## src/rtl/gate_exerciser_if.sv

```systemverilog
// Bus between gate_exerciser and its surroundings: run control, gate stimulus/response, results.
// slave = exerciser side, master = controlling/observing side.
interface gate_exerciser_if;
    logic       start;
    logic       y_in;
    logic       a_out;
    logic       b_out;
    logic       busy;
    logic       done;
    logic       pass;
    logic [7:0] err_cnt;
    logic [3:0] fail_vec;

    modport slave (
        input  start, y_in,
        output a_out, b_out, busy, done, pass, err_cnt, fail_vec
    );

    modport master (
        output start, y_in,
        input  a_out, b_out, busy, done, pass, err_cnt, fail_vec
    );
endinterface

```

## src/rtl/gate_exerciser.sv

```systemverilog
// Walks a 2-input NAND under test through its truth table, counts mismatches and reports pass/fail.
// Per-vector fail capture is built only when GATE_EXERCISER_FAIL_CAPTURE_EN is defined.
module gate_exerciser #(
    parameter int unsigned SETTLE_CYCLES = 2,
    parameter int unsigned LOOPS         = 1
) (
    input  logic            clk,
    input  logic            rst,
    gate_exerciser_if.slave ifc
);
    typedef enum logic [1:0] {IDLE, SETTLE, SAMPLE, DONE} state_e;

    localparam logic [7:0] SETTLE_LAST = 8'(SETTLE_CYCLES - 1);
    localparam logic [7:0] LOOP_LAST   = 8'(LOOPS - 1);

    state_e     state_q, state_d;
    logic [1:0] vec_q, vec_d;
    logic [7:0] loop_q, loop_d;
    logic [7:0] settle_q, settle_d;
    logic [7:0] err_q, err_d;
    logic       a_q, a_d, b_q, b_d;
    logic       busy_q, busy_d, done_q, done_d, pass_q, pass_d;
    logic       accept;
    logic       mismatch;

    assign accept   = (state_q == IDLE) && ifc.start;
    assign mismatch = (state_q == SAMPLE) && (ifc.y_in != ~(a_q & b_q));

    always_comb begin
        state_d  = state_q;
        vec_d    = vec_q;
        loop_d   = loop_q;
        settle_d = settle_q;
        err_d    = err_q;
        pass_d   = pass_q;
        case (state_q)
            IDLE: begin
                if (ifc.start) begin
                    state_d  = SETTLE;
                    vec_d    = '0;
                    loop_d   = '0;
                    settle_d = '0;
                    err_d    = '0;
                    pass_d   = 1'b0;
                end
            end
            SETTLE: begin
                if (settle_q == SETTLE_LAST) begin
                    state_d  = SAMPLE;
                    settle_d = '0;
                end else begin
                    settle_d = settle_q + 8'd1;
                end
            end
            SAMPLE: begin
                if (mismatch && (err_q != '1)) err_d = err_q + 8'd1;
                if (vec_q != 2'd3) begin
                    vec_d   = vec_q + 2'd1;
                    state_d = SETTLE;
                end else if (loop_q < LOOP_LAST) begin
                    vec_d   = '0;
                    loop_d  = loop_q + 8'd1;
                    state_d = SETTLE;
                end else begin
                    // pass must reflect the final sample, so it is taken from err_d
                    state_d = DONE;
                    pass_d  = (err_d == '0);
                end
            end
            DONE:    state_d = IDLE;
            default: state_d = IDLE;
        endcase
        a_d    = ((state_d == SETTLE) || (state_d == SAMPLE)) && vec_d[1];
        b_d    = ((state_d == SETTLE) || (state_d == SAMPLE)) && vec_d[0];
        busy_d = (state_d != IDLE);
        done_d = (state_d == DONE);
    end

    always_ff @(posedge clk or posedge rst) begin
        if (rst) begin
            state_q  <= IDLE;
            vec_q    <= '0;
            loop_q   <= '0;
            settle_q <= '0;
            err_q    <= '0;
            a_q      <= 1'b0;
            b_q      <= 1'b0;
            busy_q   <= 1'b0;
            done_q   <= 1'b0;
            pass_q   <= 1'b0;
        end else begin
            state_q  <= state_d;
            vec_q    <= vec_d;
            loop_q   <= loop_d;
            settle_q <= settle_d;
            err_q    <= err_d;
            a_q      <= a_d;
            b_q      <= b_d;
            busy_q   <= busy_d;
            done_q   <= done_d;
            pass_q   <= pass_d;
        end
    end

`ifdef GATE_EXERCISER_FAIL_CAPTURE_EN
    logic [3:0] fail_q, fail_d;

    always_comb begin
        fail_d = fail_q;
        if (accept) begin
            fail_d = '0;
        end else if (mismatch) begin
            fail_d[vec_q] = 1'b1;
        end
    end

    always_ff @(posedge clk or posedge rst) begin
        if (rst) fail_q <= '0;
        else     fail_q <= fail_d;
    end

    assign ifc.fail_vec = fail_q;
`else
    assign ifc.fail_vec = '0;
`endif

    assign ifc.a_out   = a_q;
    assign ifc.b_out   = b_q;
    assign ifc.busy    = busy_q;
    assign ifc.done    = done_q;
    assign ifc.pass    = pass_q;
    assign ifc.err_cnt = err_q;
endmodule
```

## src/flat_wrapper.sv

```systemverilog
// flat-port wrapper written by rule: the top's interface ports become plain ports
module gate_exerciser_flat 
#(
    parameter int unsigned SETTLE_CYCLES = 2,
    parameter int unsigned LOOPS         = 1
)
  (clk, rst, ifc_start, ifc_y_in, ifc_a_out, ifc_b_out, ifc_busy, ifc_done, ifc_pass, ifc_err_cnt, ifc_fail_vec);
  gate_exerciser_if ifc_i ();
  input  logic clk;
  input  logic rst;
  input wire logic [$bits(ifc_i.start)-1:0] ifc_start;
  input wire logic [$bits(ifc_i.y_in)-1:0] ifc_y_in;
  output wire logic [$bits(ifc_i.a_out)-1:0] ifc_a_out;
  output wire logic [$bits(ifc_i.b_out)-1:0] ifc_b_out;
  output wire logic [$bits(ifc_i.busy)-1:0] ifc_busy;
  output wire logic [$bits(ifc_i.done)-1:0] ifc_done;
  output wire logic [$bits(ifc_i.pass)-1:0] ifc_pass;
  output wire logic [$bits(ifc_i.err_cnt)-1:0] ifc_err_cnt;
  output wire logic [$bits(ifc_i.fail_vec)-1:0] ifc_fail_vec;
  assign ifc_i.start = ifc_start;
  assign ifc_i.y_in = ifc_y_in;
  assign ifc_a_out = ifc_i.a_out;
  assign ifc_b_out = ifc_i.b_out;
  assign ifc_busy = ifc_i.busy;
  assign ifc_done = ifc_i.done;
  assign ifc_pass = ifc_i.pass;
  assign ifc_err_cnt = ifc_i.err_cnt;
  assign ifc_fail_vec = ifc_i.fail_vec;
  gate_exerciser #(.SETTLE_CYCLES(SETTLE_CYCLES), .LOOPS(LOOPS)) u_core (.clk(clk), .rst(rst), .ifc(ifc_i));
endmodule
```

## config.mk

```make
export PLATFORM = sky130hd
export DESIGN_NAME = gate_exerciser_flat
export DESIGN_NICKNAME = d
export VERILOG_FILES = /design/src/rtl/gate_exerciser_if.sv /design/src/rtl/gate_exerciser.sv /design/src/flat_wrapper.sv
export SDC_FILE = /design/constraint.sdc
export NUM_CORES = 1
export LEC_CHECK = 0
export BUFFER_PORTS_ARGS = -buffer_cell sky130_fd_sc_hd__buf_2
export CAP_MARGIN = 20
export CORE_MARGIN = 1.5
export CORE_UTILIZATION = 40
export CTS_CLUSTER_DIAMETER = 50
export DETAILED_ROUTE_END_ITERATION = 7
export GPL_TIMING_DRIVEN = 0
export PLACE_DENSITY = 0.59
export SKIP_CTS_REPAIR_TIMING = 1
export SLEW_MARGIN = 0
export SYNTH_ARGS = -nofsm -noshare
export SYNTH_HDL_FRONTEND = slang
export SYNTH_SLANG_ARGS = --single-unit
```

## constraint.sdc

```tcl
create_clock -name clk -period 2.37 [get_ports clk]
set_clock_uncertainty 0.05 [all_clocks]
set_input_delay 0.1185 -clock clk [delete_from_list [all_inputs] [get_ports clk]]
set_output_delay 0.1185 -clock clk [all_outputs]
set_load 0.05 [all_outputs]
```

==> impl_summary.txt <==
----------------------------------------------------
[Timing]
  Minimum period implied by the final worst setup slack ... ~2100 ps
  Setup Viol. Count Final ... 0
  Final worst-path setup slack ... between 200 and 250 ps
  Unrepaired setup endpoints after global routing ... false
  Final Hold Vio Count ... 0
  Final Cycle Share ... 90.4%
  Aggregate negative setup slack ... 0 ps
  Max Freq ... roughly 0.47 GHz
  Max-slew violation count ... 0
  Slew of the pin with the lowest slew margin ... between 700 and 800 ps
  Slew HR ... 51.5%

[Global route]
  Global route overflow ... 0
  Vias in the first global route ... 1189
  Global-route usage over all layers ... 16.4%
  Global-route wire length before repair ... roughly 5.3 mm
  Number of antenna violations at the first check in global routing ... 0
  Largest net degree at the start of global routing ... 26

[Worst setup path]
  Slowest stage delay, CP ... between 400 and 500 ps
  End of the worst register-to-register path ... u_core.ifc.a_out
  Count of cells along the worst register-to-register path ... 7
  Arrival time of the worst setup path ... between 2000 and 2500 ps
  Register-to-register path setup slack ... about 230 ps
  Startpoint Class ... flip-flop
  Crit Reg-Reg Startpoint ... u_core.settle_q[1]
  Required @ worst endpoint ... between 2000 and 2500 ps
  Startpoint of the worst setup timing path ... u_core.settle_q[1]
  Crit path max-delay cell type ... sky130_fd_sc_hd__nor4b_1
  Most frequent cell on the critical path ... sky130_fd_sc_hd__ha_1
  Category of the most critical setup path ... reg2reg
  Critical Path Sink ... u_core.ifc.a_out
  Cell chain of the critical path ... inv_1, ha_1, nor4b_1, a211o_1, nand2_1, ha_1, and2_1
  Largest fanout on the critical path ... 8
  Endpoint type of the worst setup path ... flip-flop

[Outcome]
  Run status ... completed

[Power]
  Leak ... 0.000785 uW
  P per Cell Area ... 426 nW/um2
  Peak VDD IR ... 0.235 mV

[Floorplanning]
  Width of the chip ... 64.1 um
  I/O pin total ... 21
  Initial core utilization ... 41.2%
  Std-Cell Rows ... 22
  Total Die Area ... 4110 um2
  Total core area ... ~3600 um2
  Vertical extent of the die ... 64.1 um

[Clock network]
  Number of sinks driven by the clock tree ... 25
  Htree depth ... 1
  Clock buffer count from CTS ... 3
  Clk_lat worst skew ... 270 ps
  Clock tree from TritonCTS ... done
  Clock transition at the registers of the reported paths ... 90 ps
  CTS Root Buffer Type ... sky130_fd_sc_hd__clkbuf_8
  Clock buffer depth ... 2

[Yosys]
  Count of mapped cells out of synthesis ... 159
  Count of synthesis-stage warnings from yosys ... 0
  Syn avg cell area ... roughly 9.4 um2
  Most frequently used flop master after synthesis ... sky130_fd_sc_hd__dfrtp_1
  Synth Cell Area ... around 1500 um2
  Number of enable flip-flop cells after synthesis ... 0
  Synth cell types ... 50
  Synthesis-stage register bit count ... 25
  Post-synth ARST share ... 100%
  Sequential fraction of the synthesis area ... 41.8%

[Route]
  Sum of routed wire length over all layers ... between 3 and 4 mm
  DRC violation total after the first TritonRoute iteration ... 107
  Wire per inst ... roughly 14 um
  Number of DRC violations after detailed routing ... 0
  DRT Pass-1 Iters ... 4
  Via count normalized by instance count ... between 5 and 6
  Final antenna-violating net count ... 0
  Count of vias placed by the detailed router ... 1279

[Finish]
  Filler cell count ... 373
  Layout cell share with drive strength beyond 1 ... 21.7%
  Post-layout nets ... around 190
  Layout overhead on the synthesized area ... 15.7%
  Number of antenna cells inserted ... 0

[Place]
  GPL Wtd Cong ... 0.893
  Half-perimeter wire length after detailed placement ... 2.30 mm
  IO Port Bufs ... 16
  Post-placement setup slack ... 260 ps

[Worst hold path]
  Class of the most critical hold timing path ... in2reg

[Job]
  Max cap viols ... 0

----------------------------------------------------
[power by group]
group | internal (uW) | total (uW) | leakage (uW) | switching [uW]
registers | 428 | 429 | 0.000305 | 1.25
logic | 17.3 | 54.9 | 0.000455 | 37.6
clock network | 118 | 253 | 0.0000255 | 136
total | 563 | 737 | 0.000785 | 175
[per-stage QoR]
step / hold WS [ps] / area (um2) / cells / util (%) / power [uW]
after global routing: 160 / 1730 / 232 / 47.6 / 765
after global placement: 334 / 1650 / 226 / 45.3 / 486
after CTS: 54.7 / 1690 / 230 / 46.6 / 739
after floorplan: 95.8 / 1510 / 162 / - / 477
after detailed placement: 349 / 1650 / 226 / 45.3 / 487
final: 136 / 1730 / 232 / 47.6 / 737
[synthesized netlist by cell type (2+ instances only)]
library cell / count / area [um2]
sky130_fd_sc_hd__a31oi_1: 2 / 12.5
sky130_fd_sc_hd__nor2b_1: 4 / 25.0
sky130_fd_sc_hd__o31ai_1: 2 / 15.0
sky130_fd_sc_hd__inv_1: 5 / 18.8
sky130_fd_sc_hd__and2_1: 4 / 25.0
sky130_fd_sc_hd__nand4b_1: 2 / 17.5
sky130_fd_sc_hd__nor2_1: 13 / 48.8
sky130_fd_sc_hd__a21oi_1: 14 / 70.1
sky130_fd_sc_hd__and3_1: 2 / 12.5
sky130_fd_sc_hd__buf_6: 3 / 33.8
sky130_fd_sc_hd__o22ai_1: 2 / 12.5
sky130_fd_sc_hd__clkbuf_1: 2 / 7.51
sky130_fd_sc_hd__a211o_1: 2 / 17.5
sky130_fd_sc_hd__buf_4: 5 / 37.5
sky130_fd_sc_hd__o21ai_0: 8 / 40.0
sky130_fd_sc_hd__mux2i_1: 3 / 30.0
sky130_fd_sc_hd__xor2_1: 4 / 35.0
sky130_fd_sc_hd__nand2_1: 9 / 33.8
sky130_fd_sc_hd__dfrtp_1: 25 / 626
sky130_fd_sc_hd__buf_2: 2 / 10.0
sky130_fd_sc_hd__ha_1: 4 / 50.1
sky130_fd_sc_hd__nand4_1: 6 / 37.5
sky130_fd_sc_hd__nand3_1: 8 / 40.0
sky130_fd_sc_hd__nor3_1: 2 / 10.0
[layout by cell type (no fill, tap or decap), drive strengths merged, types with 2 or more instances in the layout]
cell    Yosys  routed
nand2       9       9
a31oi       2       2
or2         2       2
ha          4       4
mux2i       3       3
xor2        4       4
and2        5       5
a21oi      15      15
and4        2       2
nor3        2       2
a211o       2       2
o31ai       2       2
inv         5       5
nor2       13      13
and3        2       2
nand4b      2       2
dfrtp      25      25
buf        10      27
conb        1       4
o22ai       2       2
nand4       7       7
clkbuf      2       5
nand3       9       9
nor2b       4       4
o21ai       9       9
[cell type report]
class	instances	area [um2]	share of cell area [%]
tap	48	60.1	3.47
timing repair buffer	18	118	6.80
multi-input combinational	120	773	44.7
sequential	25	626	36.2
clock inverter	1	5.00	0.289
clock buffer	3	41.3	2.39
inverter	5	18.8	1.08
buffer	12	88.8	5.13
[critical path, delay by kind of cell (launching register included)]
kind            cells  cell delay [ps]
buf+inv             1               80
fa+ha+maj           2              460
flops               1              400
compound gates      1              370
simple gates        3              690
[cell families after synthesis]
family | synth area share, %
buf+inv | 7.20
xor+xnor | 2.34
simple gates | 23.4
compound gates | 19.6
mux | 2.01
other cells | 0.251
flops | 41.8
fa+ha+maj | 3.35
[per-layer routing]
| layer | up-vias | wire length (um) | share of wire (%) | track usage (%) |
|---|---|---|---|---|
| li1 | 624 | - | - | - |
| met1 | 635 | 1470 | 47 | 20.3 |
| met2 | 16 | 1550 | 49 | 28.6 |
| met3 | 4 | 81 | 2.6 | 2.29 |
| met4 | 0 | 46 | 1.5 | 6.38 |
| met5 | - | 0 | 0 | 0 |
[worst min-delay path by stage]
stage,from,to,slack [ps],depth (start not counted)
3_3_place_gp,rst,u_core.ifc.err_cnt[2],330,2
5_1_grt,ifc_start,u_core.ifc.busy,160,3
4_1_cts,rst,u_core.settle_q[7],50,2
6_report,ifc_start,u_core.ifc.busy,140,3
3_5_place_dp,rst,u_core.ifc.err_cnt[2],350,2
2_1_floorplan,rst,u_core.ifc.a_out,100,1
[state kept, by name, summed over array words and instances, names as in the netlist]
signal              flops
u_core.ifc.done         1
u_core.ifc.busy         1
u_core.ifc.b_out        1
u_core.state_q          2
u_core.ifc.a_out        1
u_core.settle_q         8
u_core.ifc.err_cnt      8
u_core.ifc.pass         1
u_core.vec_q            2
Power figures use the tool's default switching activity.
